===== src/rtl/multicycle_controller.sv =====
// Main control FSM for the multicycle datapath with a memory request/ready handshake and timeout.
// Optional MC_ILLEGAL_TRAP_EN: op 111 halts and sets sticky IllegalOp instead of acting as a NOP.
module multicycle_controller #(
   parameter int unsigned WAIT_MAX = 15
) (
   input  logic       clk,
   input  logic       reset,
   input  logic [2:0] op,
   input  logic [1:0] funct3,
   input  logic       Zero,
   input  logic       MemReady,
   output logic [1:0] ALUOp,
   output logic [1:0] ALUSrcA,
   output logic [1:0] ALUSrcB,
   output logic [1:0] ResultSrc,
   output logic       AdrSrc,
   output logic       MemReq,
   output logic       MemWrite,
   output logic       IRWrite,
   output logic       PCWrite,
   output logic       RegWrite,
   output logic       Halted,
`ifdef MC_ILLEGAL_TRAP_EN
   output logic       IllegalOp,
`endif
   output logic       BusError
);

   localparam int unsigned CntW = (WAIT_MAX > 1) ? $clog2(WAIT_MAX) : 1;
   localparam logic [CntW-1:0] CntLast = CntW'(WAIT_MAX - 1);

   typedef enum logic [3:0] {
      StFetch, StDecode, StExecR, StExecI, StAluWb, StMemAdr,
      StMemRead, StMemWb, StMemWrite, StBeq, StJump, StHalt
   } state_e;

   state_e          state_q, state_d;
   logic [CntW-1:0] cnt_q, cnt_d;
   logic            bus_err_q, bus_err_d;
   logic            illegal_q, illegal_d;
   logic            mem_state;

   assign mem_state = (state_q == StFetch) || (state_q == StMemRead) || (state_q == StMemWrite);

   always_ff @(posedge clk) begin
      if (reset) begin
         state_q   <= StFetch;
         cnt_q     <= '0;
         bus_err_q <= 1'b0;
         illegal_q <= 1'b0;
      end else begin
         state_q   <= state_d;
         cnt_q     <= cnt_d;
         bus_err_q <= bus_err_d;
         illegal_q <= illegal_d;
      end
   end

   always_comb begin
      state_d   = state_q;
      cnt_d     = '0;
      bus_err_d = bus_err_q;
      illegal_d = illegal_q;
      unique case (state_q)
         StFetch:    if (MemReady) state_d = StDecode;
         StDecode: begin
            unique case (op)
               3'b000: state_d = StExecR;
               3'b001: state_d = (funct3 == 2'b00) ? StMemAdr : StExecI;
               3'b010: state_d = StExecI;
               3'b011: state_d = StMemAdr;
               3'b100: state_d = StBeq;
               3'b101: state_d = StJump;
               3'b110: state_d = StHalt;
               3'b111: begin
`ifdef MC_ILLEGAL_TRAP_EN
                  state_d   = StHalt;
                  illegal_d = 1'b1;
`else
                  state_d   = StFetch;
`endif
               end
               default: state_d = StFetch;
            endcase
         end
         StExecR,
         StExecI:    state_d = StAluWb;
         StMemAdr:   state_d = (op == 3'b001) ? StMemRead : StMemWrite;
         StMemRead:  if (MemReady) state_d = StMemWb;
         StMemWrite: if (MemReady) state_d = StFetch;
         StHalt:     state_d = StHalt;
         default:    state_d = StFetch;
      endcase
      // A ready in the same cycle as the last allowed wait completes normally.
      if (mem_state && !MemReady) begin
         if (cnt_q == CntLast) begin
            state_d   = StHalt;
            bus_err_d = 1'b1;
         end else begin
            cnt_d = cnt_q + 1'b1;
         end
      end
   end

   always_comb begin
      ALUOp     = 2'b00;
      ALUSrcA   = 2'b00;
      ALUSrcB   = 2'b00;
      ResultSrc = 2'b00;
      AdrSrc    = 1'b0;
      MemReq    = 1'b0;
      MemWrite  = 1'b0;
      IRWrite   = 1'b0;
      PCWrite   = 1'b0;
      RegWrite  = 1'b0;
      unique case (state_q)
         StFetch: begin
            MemReq    = 1'b1;
            ALUSrcB   = 2'b10;
            ALUOp     = 2'b11;
            ResultSrc = 2'b10;
            IRWrite   = MemReady;
            PCWrite   = MemReady;
         end
         StDecode: begin
            ALUSrcA = 2'b01;
            ALUSrcB = 2'b01;
            ALUOp   = 2'b11;
         end
         StExecR: begin
            ALUSrcA = 2'b10;
            ALUOp   = 2'b10;
         end
         StExecI,
         StMemAdr: begin
            ALUSrcA = 2'b10;
            ALUSrcB = 2'b01;
         end
         StAluWb:    RegWrite = 1'b1;
         StMemRead: begin
            MemReq = 1'b1;
            AdrSrc = 1'b1;
         end
         StMemWb: begin
            RegWrite  = 1'b1;
            ResultSrc = 2'b01;
         end
         StMemWrite: begin
            MemReq   = 1'b1;
            MemWrite = 1'b1;
            AdrSrc   = 1'b1;
         end
         StBeq: begin
            ALUSrcA = 2'b10;
            ALUOp   = 2'b01;
            PCWrite = Zero;
         end
         StJump:     PCWrite = 1'b1;
         default: ;
      endcase
      Halted   = (state_q == StHalt);
      BusError = bus_err_q;
`ifdef MC_ILLEGAL_TRAP_EN
      IllegalOp = illegal_q;
`endif
      if (reset) begin
         ALUOp     = 2'b00;
         ALUSrcA   = 2'b00;
         ALUSrcB   = 2'b00;
         ResultSrc = 2'b00;
         AdrSrc    = 1'b0;
         MemReq    = 1'b0;
         MemWrite  = 1'b0;
         IRWrite   = 1'b0;
         PCWrite   = 1'b0;
         RegWrite  = 1'b0;
         Halted    = 1'b0;
         BusError  = 1'b0;
`ifdef MC_ILLEGAL_TRAP_EN
         IllegalOp = 1'b0;
`endif
      end
   end

endmodule

===== config.mk =====
export PLATFORM = sky130hd
export DESIGN_NAME = multicycle_controller
export DESIGN_NICKNAME = d
export VERILOG_FILES = /design/src/rtl/multicycle_controller.sv
export SDC_FILE = /design/constraint.sdc
export NUM_CORES = 1
export LEC_CHECK = 0
export BUFFER_PORTS_ARGS = -buffer_cell sky130_fd_sc_hd__buf_2
export CORE_UTILIZATION = 43
export CTS_CLUSTER_DIAMETER = 40
export CTS_CLUSTER_SIZE = 16
export DETAILED_ROUTE_END_ITERATION = 8
export PLACE_DENSITY = 0.79
export SLEW_MARGIN = 20
export SYNTH_ARGS = -nofsm -noshare
export SYNTH_HDL_FRONTEND = slang
export SYNTH_SLANG_ARGS = --single-unit

===== constraint.sdc =====
create_clock -name clk -period 1.55 [get_ports clk]
set_clock_uncertainty 0.1 [all_clocks]
set_input_delay 0.31 -clock clk [delete_from_list [all_inputs] [get_ports clk]]
set_output_delay 0.31 -clock clk [all_outputs]
set_load 0.05 [all_outputs]

==> flow_summary.ini, run 1 <==
[run_status]
status = did not finish
haltStage = 5_1_grt
tool.error = [ERROR GRT-0232] Routing congestion too high. Check the congestion heatmap in the GUI.

[die]
fp.dieH_um = 43.12
io_pins = 25
initial_core_util_pct = 47.16
die_width_um = 43.12
num_rows = 14

[global_routing]
grt_max_degree = 9
gr-total-overflow = 9
grt_use_total_pct = 66.06

[logic_synthesis]
synth_cell_types = 40
syn_nets = 108
syn_avg_cell_area_um2 = 7.494
synth_edf_count = 0
ys_seq_elements = 9
yosysSeqAreaShare_pct = 24.78
yosysWarnings = 0
synth_flop_cell = dfxtp_1
synth_cells = 97
async_reset_ff_share_pct = 0
syn-cell-area_um2 = 726.9

[placement]
dp_cells = 159
numPortBuffers = 24
gp_congestion = 0.8775
hpwlAfterDp_um = 1835

[sta]
worst_endpoint_kind = register input
grt-worst-endpoint = state_q[0]$_SDFF_PP0_/D

[clock_network]
cts-root-buf = clkbuf_4
htreeDepth = 1
cts_made_buffers = 3
cts_max_path_buffers = 2
clock_sinks = 9
[layer usage]
metal	GRT usage, %	overflow
met5	0	0
met4	65.45	4
met3	45.11	0
met2	87.16	5
met1	65.89	0
[what timing repair did]
item,in CTS
pin swaps,8
gates resized for setup,64
setup endpoints to repair,24
buffers inserted,11
hold buffers,0
[through the flow]
stage | hold WS, ps | worst slack, ps | cell area, µm²
floorplan | 330.0 | -423.7 | 852.1
global placement | 342.0 | -187.3 | 1157
detailed placement | 356.8 | -193.0 | 1157
CTS | 370.6 | -343.1 | 1466
[synthesized netlist by cell type (2+ instances only)]
cell type  count  area [µm²]
dfxtp_1        9       180.2
nor3b_1        2       15.01
nor2b_1        5       31.28
a21oi_1        4       20.02
or4b_2         2       20.02
a31oi_1        2       12.51
and3_1         2       12.51
nand3_1        3       15.01
clkbuf_1       4       15.01
mux2i_1        2       20.02
nor4_1         3       18.77
inv_1          2       7.510
nor3_1         9       45.04
o21bai_1       2       15.01
o21ai_0        4       20.02
and2_1         2       12.51
ha_1           2       25.02
nor2_1        11       41.29
nand2_1        4       15.01
nand2b_1       3       18.77
[kinds of logic after synthesis]
kind of cell    count (synthesis)  share of synthesized area (%)
compound gates                 19                          17.21
flops                           9                          24.78
buf+inv                         9                          6.368
xor+xnor                        2                          2.410
fa+ha+maj                       2                          3.442
simple gates                   54                          43.03
mux                             2                          2.754
==> inputs of run 2 (changes only) <==
- CORE_AREA: unset -> 2 2 63 65
- CORE_UTILIZATION: 43 -> unset
- CTS_CLUSTER_DIAMETER: 40 -> unset
- CTS_CLUSTER_SIZE: 16 -> unset
- DIE_AREA: unset -> 0 0 65 67
- PLACE_DENSITY: 0.79 -> unset
- PLACE_DENSITY_LB_ADDON: unset -> 0.15
- clock period: 1.55 -> 2 ns (I/O delays scaled with it)
==> run 2 against run 1 <==
  * The run now ends clean
  * Synthesized area unchanged
  * Synthesized cell count unchanged
==> flow_summary.ini, run 2 <==
[sta]
hold_viol = 0
finalSetupViolations = 0
drv_slew = 0
max-slew-margin-rel_pct = 75.38
tightest_slew_ps = 359.1
worst_slack_ps = 56.71
hold_slack_ps = 359.3
rsz0062_at_grt = false
fin_crit_ps = 1943
fin_crit_sh_pct = 97.16
fmax_mhz = 514.6

[logic_synthesis]
async_reset_ff_share_pct = 0
synth_top_cell_by_area = dfxtp_1
synth_area_leaders = dfxtp_1 (25%), nor3_1 (6.2%), nor2_1 (5.7%), nor2b_1 (4.3%), ha_1 (3.4%)
yosys.area.top_type_share_pct = 24.78
syn_avg_cell_area_um2 = 7.494
synth_cell_types = 40
yosys-top-cells-count = nor2_1 (11), dfxtp_1 (9), nor3_1 (9)
synth_cells = 97
synth_flop_cell = dfxtp_1
synth_edf_count = 0
syn_nets = 108
syn-cell-area_um2 = 726.9
yosysWarnings = 0
yosysSeqAreaShare_pct = 24.78
synth.most_common_cell = nor2_1
ys_seq_elements = 9

[drt]
drt_iter0_drc = 34
totalWireLength_um = 2094
via_count = 807
ant_nets = 0
highest_layer = met4
m1WireLength_um = 919
wl_met2_um = 1058
wire_per_inst_um = 11.83
first_pass_iters = 4
routed_via_density = 4.559
met3WireLength_um = 101
drc = 0

[clock_network]
cts-root-buf = clkbuf_8
cts_max_path_buffers = 2
clock_sinks = 9
insertion_delay_ps = 230
ctsHoldBuffers = 0
htreeDepth = 1
cts_made_buffers = 3
cts_tree = done
clk_pin_slew_worst_paths_ps = 40

[layout]
final_cell_mix = buf_2 (18), buf_4 (13), nor2_1 (11), dfxtp_1 (6)
layout_commonest_cell = buf_2
reg_top3 = cnt_q (4), state_q (4), bus_err_q (1)
num-fill-cells = 398
antennaDiodeCount = 0
post_route_cells_drive_above_1_share_pct = 43.41
synthToLayoutAreaGrowth_pct = 50.09
finalNetCount = 141

[pwr]
ir_worst_vdd_uv = 478.3
power.leakage_nw = 0.4672
power.density_nw_per_um2 = 1188

[run_status]
status = finished, final reports clean

[die]
fp.dieH_um = 67
die_width_um = 65
dieArea_um2 = 4355
io_pins = 25
core_um2 = 3606
num_rows = 22
initial_core_util_pct = 20.16

[critical_path]
worstSetupStartpointType = flop
worstPathRequired_ps = 1500
cp-end-kind = primary output
worstSetupPathType = flop to primary output
worst_ep_arrival_time_ps = 1440
path_max_fanout = 12

[global_routing]
grt_max_degree = 15
grt_pass1_vias = 761
grt_pass1_wl_um = 3622
gr-total-overflow = 0
grt_use_total_pct = 10.81
antenna_found_initial = 0

[job]
maxCapViolations = 0

[placement]
dp_slack_ps = 136.1
hpwlAfterDp_um = 1693
numPortBuffers = 24
gp_congestion = 0.7849

[min_path]
min-delay-path-class = flop to flop
-- run 2: metrics by stage --
| step | total power, mW | cell area, µm² | utilization, % | setup TNS (ps) | instances |
|---|---|---|---|---|---|
| global placement | 1.025 | 996.0 | 27.62 | 0 | 171 |
| global route | 1.387 | 1091 | 30.26 | 0 | 177 |
| floorplan | 0.8500 | 788.3 | - | -371.1 | 97 |
| detailed placement | 1.021 | 996.0 | 27.62 | 0 | 171 |
| finish | 1.297 | 1091 | 30.26 | 0 | 177 |
| CTS | 1.245 | 1051 | 29.15 | 0 | 175 |
-- run 2: worst paths after layout --
| check | cells past startpoint | slack (ps) | startpoint | end |
|---|---|---|---|---|
| worst max-delay path | 4 | 60 | state_q[3]$_SDFF_PP0_ | MemReq |
| worst min-delay path | 1 | 360 | cnt_q[0]$_SDFF_PP0_ | cnt_q[0]$_SDFF_PP0_ |
| worst max register to register | 5 | 300 | state_q[1]$_SDFF_PP0_ | state_q[0]$_SDFF_PP0_ |
| worst min register to register | 1 | 360 | cnt_q[0]$_SDFF_PP0_ | cnt_q[0]$_SDFF_PP0_ |
-- run 2: layer usage --
layer,track usage (%),vias up
met3,1.858,2
met4,3.989,0
met1,12.96,370
met2,19.20,20
li1,-,415
met5,0,-
-- run 2: report_power, final --
group          switching, mW  leakage [nW]  internal [mW]
clock network         0.0696        0.0228          0.139
logic                  0.525         0.370          0.309
registers             0.0417        0.0748          0.212
-- run 2: worst max-delay path, cell delays in order, from the launching register on --
cell and delay [ps]:
dfxtp_4 380, nand3b_1 200, a211o_1 350, inv_1 90
buf_4 190
-- run 2: cells by family after synthesis --
group	after synthesis	synth area share, %
buffers and inverters	9	6.368
adder cells (fa/ha/maj)	2	3.442
AND/OR/NAND/NOR	54	43.03
multiplexers	2	2.754
XOR/XNOR	2	2.410
flip-flops	9	24.78
AO/OA/AOI/OAI	19	17.21
-- run 2: what timing repair did --
| action | 4_1_cts | 5_1_grt |
|---|---|---|
| resized for setup | 5 | 11 |
| endpoints found under the setup margin | 8 | 10 |
| setup buffers | 0 | 2 |
-- run 2: area by class of cell --
class | instances | area (µm²) | area share [%]
multi-input cells | 79 | 570.5 | 52.29
repair buffers | 35 | 221.5 | 20.30
inverters | 2 | 7.507 | 0.6881
well taps | 48 | 60.06 | 5.505
clock buffers | 4 | 45.04 | 4.128
flip-flops and latches | 9 | 186.4 | 17.09
No activity file was read; power rests on OpenSTA's default activity.
==> inputs of run 3 (changes only) <==
- CTS_CLUSTER_DIAMETER: unset -> 200
- RECOVER_POWER: unset -> 25
==> run 3 against run 2 <==
  * Utilization decreased by 0.24 points
  * Non-clock buffer count is the same
  * Maximum frequency increased by 0.15%
  * Final cell count is the same
  * Global-route usage is the same
  * Cell area down 0.80%
  * Routed wire length increased by 0.67%
  * Critical endpoint unchanged
  * Largest cell class unchanged
  * Highest routed layer unchanged
==> flow_summary.ini, run 3 (same netlist as run 2, synthesis figures left out) <==
[critical_path]
critPathTopFamily = flip-flops
critical-path-slowest-cell = dfxtp_4
r2r_start = state_q[1]$_SDFF_PP0_
path_depth = 4
critPathMaxStageDelay_ps = 380
path_max_fanout = 12
reg2regPathDepth = 5
worstPathCellList = nand3b_1, a211o_1, inv_1, buf_4
worstSetupPathType = flop to primary output
critPathBufInv = 2
worstSetupStartpointType = flop
timing.rr.end = state_q[0]$_SDFF_PP0_
worst_ep_arrival_time_ps = 1440
rrSetupSlack_ps = 300
endpoint = MemReq
cp-end-kind = primary output
worstPathRequired_ps = 1500
crit_start = state_q[3]$_SDFF_PP0_

[clock_network]
clock_sinks = 9
cts_max_path_buffers = 2
cts_tree = done
htreeDepth = 1
cts_made_buffers = 3
cts-root-buf = clkbuf_8
clk_pin_slew_worst_paths_ps = 40
insertion_delay_ps = 230

[layout]
synthToLayoutAreaGrowth_pct = 48.88
num-fill-cells = 398
design_area_um2 = 1082
final_cell_mix = buf_2 (17), buf_4 (13), nor2_1 (11), dfxtp_1 (6)
utilization_pct = 30.01
finalNetCount = 141
reg_top3 = cnt_q (4), state_q (4), bus_err_q (1)
post_route_cells_drive_above_1_share_pct = 41.09
layout_commonest_cell = buf_2
antennaDiodeCount = 0

[placement]
hpwlAfterDp_um = 1693
place_area_um2 = 996.0
gp_congestion = 0.7849
numPortBuffers = 24

[sta]
hold_slack_ps = 359.3
drv_slew = 0
fin_crit_sh_pct = 97.02
max-slew-margin-rel_pct = 60.91
rsz0062_at_grt = false
finalSetupViolations = 0
fmax_mhz = 515.4
fin_crit_ps = 1940
hold_viol = 0
tightest_slew_ps = 588.8

[pwr]
ir_worst_vdd_uv = 478.3
power.density_nw_per_um2 = 1195
power.leakage_nw = 0.4614

[drt]
routed_via_density = 4.520
drc = 0
first_pass_iters = 4
wire_per_inst_um = 11.91
via_count = 800
ant_nets = 0
drt_iter0_drc = 28
totalWireLength_um = 2108

[die]
initial_core_util_pct = 20.16
io_pins = 25
num_rows = 22
core_um2 = 3606
fp.dieH_um = 67
die_width_um = 65
dieArea_um2 = 4355

[global_routing]
grt_use_total_pct = 10.81
antenna_found_initial = 0
grt_pass1_wl_um = 3622
grt_pass1_vias = 761
gr-total-overflow = 0
grt_max_degree = 15

[job]
maxCapViolations = 0

[min_path]
min-delay-path-class = flop to flop

[run_status]
status = finished, final reports clean
run 3: through the flow:
stage / setup TNS, ps / setup slack [ps] / cells / power, mW
2_1_floorplan: -371.1 / -177.8 / 97 / 0.8500
4_1_cts: 0 / 7.678 / 175 / 1.245
5_1_grt: 0 / 2.618 / 177 / 1.383
6_report: 0 / 59.68 / 177 / 1.293
3_5_place_dp: 0 / 136.1 / 171 / 1.021
3_3_place_gp: 0 / 139.8 / 171 / 1.025
run 3: how the worst min path moves through the flow:
stage,from,end,cells past startpoint
finish,cnt_q[0]$_SDFF_PP0_,cnt_q[0]$_SDFF_PP0_,1
global route,cnt_q[0]$_SDFF_PP0_,cnt_q[0]$_SDFF_PP0_,1
CTS,cnt_q[0]$_SDFF_PP0_,cnt_q[0]$_SDFF_PP0_,1
detailed placement,cnt_q[0]$_SDFF_PP0_,cnt_q[0]$_SDFF_PP0_,1
global placement,cnt_q[0]$_SDFF_PP0_,cnt_q[0]$_SDFF_PP0_,1
floorplan,cnt_q[0]$_SDFF_PP0_,cnt_q[0]$_SDFF_PP0_,1
run 3: routing by layer:
| layer | part of all wire [%] | GRT usage [%] | wire (µm) | vias to the layer above |
|---|---|---|---|---|
| met1 | 45 | 12.96 | 952 | 364 |
| li1 | - | - | - | 416 |
| met2 | 49 | 19.20 | 1040 | 18 |
| met4 | 0.66 | 3.989 | 14 | 0 |
| met5 | 0 | 0 | 0 | - |
| met3 | 4.7 | 1.858 | 100 | 2 |
run 3: where the power goes:
group	switching [mW]	internal [mW]	leakage [nW]
Combinational	0.524	0.306	0.364
Clock	0.0697	0.139	0.0228
Sequential	0.0421	0.212	0.0748
run 3: area by class of cell:
cell class                 count  area, µm²  area share (%)
tap                           48      60.06           5.549
timing repair buffer          35      220.2           20.35
inverter                       2      7.507          0.6936
sequential                     9      186.4           17.23
multi-input combinational     79      563.0           52.02
clock buffer                   4      45.04           4.162
run 3: worst reg2reg max path: cells and delay by family, from the launching register on:
family / cells / cell delay [ps]
and+or+nand+nor: 1 / 650
DFF: 1 / 350
buffers and inverters: 1 / 160
AOI/OAI and AO/OA: 3 / 370
run 3: repair_timing:
item | 4_1_cts | 5_1_grt
pin swaps | 0 | 0
buffers inserted | 0 | 2
setup endpoints to repair | 8 | 10
gates resized for setup | 5 | 11
hold buffers | 0 | 0
==> inputs of run 4 (changes only) <==
- clock period: 2 -> 2.41 ns (I/O delays scaled with it)
==> run 4 against run 3 <==
  * Critical path depth is the same
  * Register-to-register slack gained 240 ps
  * Die area is the same
  * Critical path type unchanged
  * Largest cell class unchanged
==> flow_summary.ini, run 4 (same netlist as run 2, synthesis figures left out) <==
[run_status]
status = finished, final reports clean

[clock_network]
cts_made_buffers = 3
cts_tree = done
clock_sinks = 9
cts-root-buf = clkbuf_8
insertion_delay_ps = 220
htreeDepth = 1
ctsHoldBuffers = 0
cts_max_path_buffers = 2
post-cts-setup-buffer-count = 0
clk_pin_slew_worst_paths_ps = 40

[critical_path]
r2r_start = state_q[2]$_SDFF_PP0_
worstPathRequired_ps = 1830
path_max_fanout = 13
rrSetupSlack_ps = 540
cp-end-kind = primary output
worstSetupPathType = flop to primary output
timing.rr.end = state_q[1]$_SDFF_PP0_
reg2regPathDepth = 4
worst_ep_arrival_time_ps = 1650
worstSetupStartpointType = flop

[global_routing]
gr-total-overflow = 0
grt_pass1_wl_um = 3339
grt_use_total_pct = 9.765
antenna_found_initial = 0
grt_max_degree = 16
grt_pass1_vias = 712

[pwr]
power.density_nw_per_um2 = 1002
p_int_uw = 451.9
power.leakage_nw = 0.3971
p_comb_share_pct = 58.7
p_clk_share_pct = 17.7
p_sw_share_pct = 51.37
p_sw_uw = 477.2
seqPwrFrac_pct = 23.6
power_uw = 929.1
ir_worst_vdd_uv = 203.4

[layout]
layout_commonest_cell = buf_2
final_cell_mix = buf_2 (23), nor2_1 (11), nor3_1 (9), dfxtp_1 (7), nor2b_1 (5)
reg_top3 = cnt_q (4), state_q (4), bus_err_q (1)
synthToLayoutAreaGrowth_pct = 27.54
num-fill-cells = 439
post_route_cells_drive_above_1_share_pct = 28.57
antennaDiodeCount = 0
utilization_pct = 25.71
design_area_um2 = 927.1
layout.cells.non_filler = 167
finalNetCount = 131

[placement]
dp_cells = 163
hpwlAfterDp_um = 1583
place_area_um2 = 888.4
numPortBuffers = 24
gp_congestion = 0.7033

[drt]
drt_iter0_drc = 41
routed_via_density = 4.563
totalWireLength_um = 1977
drc = 0
first_pass_iters = 4
ant_nets = 0
via_count = 762
wire_per_inst_um = 11.84

[die]
initial_core_util_pct = 20.16
fp.dieH_um = 67
die_width_um = 65
core_um2 = 3606
dieArea_um2 = 4355
num_rows = 22
io_pins = 25

[min_path]
whs_path_depth = 1
hold_path.startpoint = cnt_q[0]$_SDFF_PP0_
min_to = cnt_q[0]$_SDFF_PP0_
min-delay-path-class = flop to flop

[sta]
drv_slew = 0
hold_viol = 0
finalSetupViolations = 0
rsz0062_at_grt = false
max-slew-margin-rel_pct = 61.14
tightest_slew_ps = 585.4
fin_crit_ps = 2235
fin_crit_sh_pct = 92.72
fmax_mhz = 447.5

[job]
maxCapViolations = 0
==> run 4: cell count changes in the layout (fill, tap and decap cells not counted), sizes merged <==
cell,before,now
buf,31,24
clkbuf,8,5
==> run 4: timing repair <==
action,CTS,global route
gates resized for setup,0,2
endpoints found under the setup margin,0,3
hold endpoints to repair,0,0
==> run 4: per-layer routing <==
layer	track usage, %	up-vias	share of wire, %
li1	-	393	-
met1	13.84	351	49
met2	15.21	16	46
met3	1.182	2	3.8
met4	3.191	0	0.61
met5	0	-	0
==> run 4: worst max path at each step <==
stage          cells past startpoint            to             startpoint
2_1_floorplan                      3  ResultSrc[1]                  reset
3_3_place_gp                       5       PCWrite                  reset
3_5_place_dp                       5       PCWrite                  reset
4_1_cts                            5       PCWrite  state_q[1]$_SDFF_PP0_
5_1_grt                            5       PCWrite  state_q[1]$_SDFF_PP0_
6_report                           4        MemReq  state_q[2]$_SDFF_PP0_
==> run 4: layout make-up <==
class	instances	area, µm²	share of cell area, %
multi-input cells	79	505.5	54.52
well taps	48	60.06	6.478
clock buffers	4	45.04	4.858
inverters	2	7.507	0.8097
repair buffers	25	126.4	13.63
flip-flops and latches	9	182.7	19.70
==> run 4: per-stage QoR <==
step	setup slack, ps	hold slack (ps)	TNS [ps]
2_1_floorplan	-191.8	330.0	-503.3
3_3_place_gp	330.2	348.9	0
3_5_place_dp	307.5	354.2	0
4_1_cts	94.00	364.7	0
5_1_grt	8.762	385.5	0
6_report	175.4	356.5	0
==> run 4: power by group through the flow <==
stage | clock network [mW] | registers, mW | logic (mW)
2_1_floorplan | 0 | 0.194 | 0.477
3_3_place_gp | 0 | 0.222 | 0.555
3_5_place_dp | 0 | 0.221 | 0.553
4_1_cts | 0.173 | 0.218 | 0.554
5_1_grt | 0.184 | 0.229 | 0.592
6_report | 0.165 | 0.219 | 0.545
==> run 4: worst max-delay path, stage by stage, from the launching register on <==
cell and delay (ps):
dfxtp_1 420, or2_1 380, a211o_1 330, inv_1 60, buf_2 250
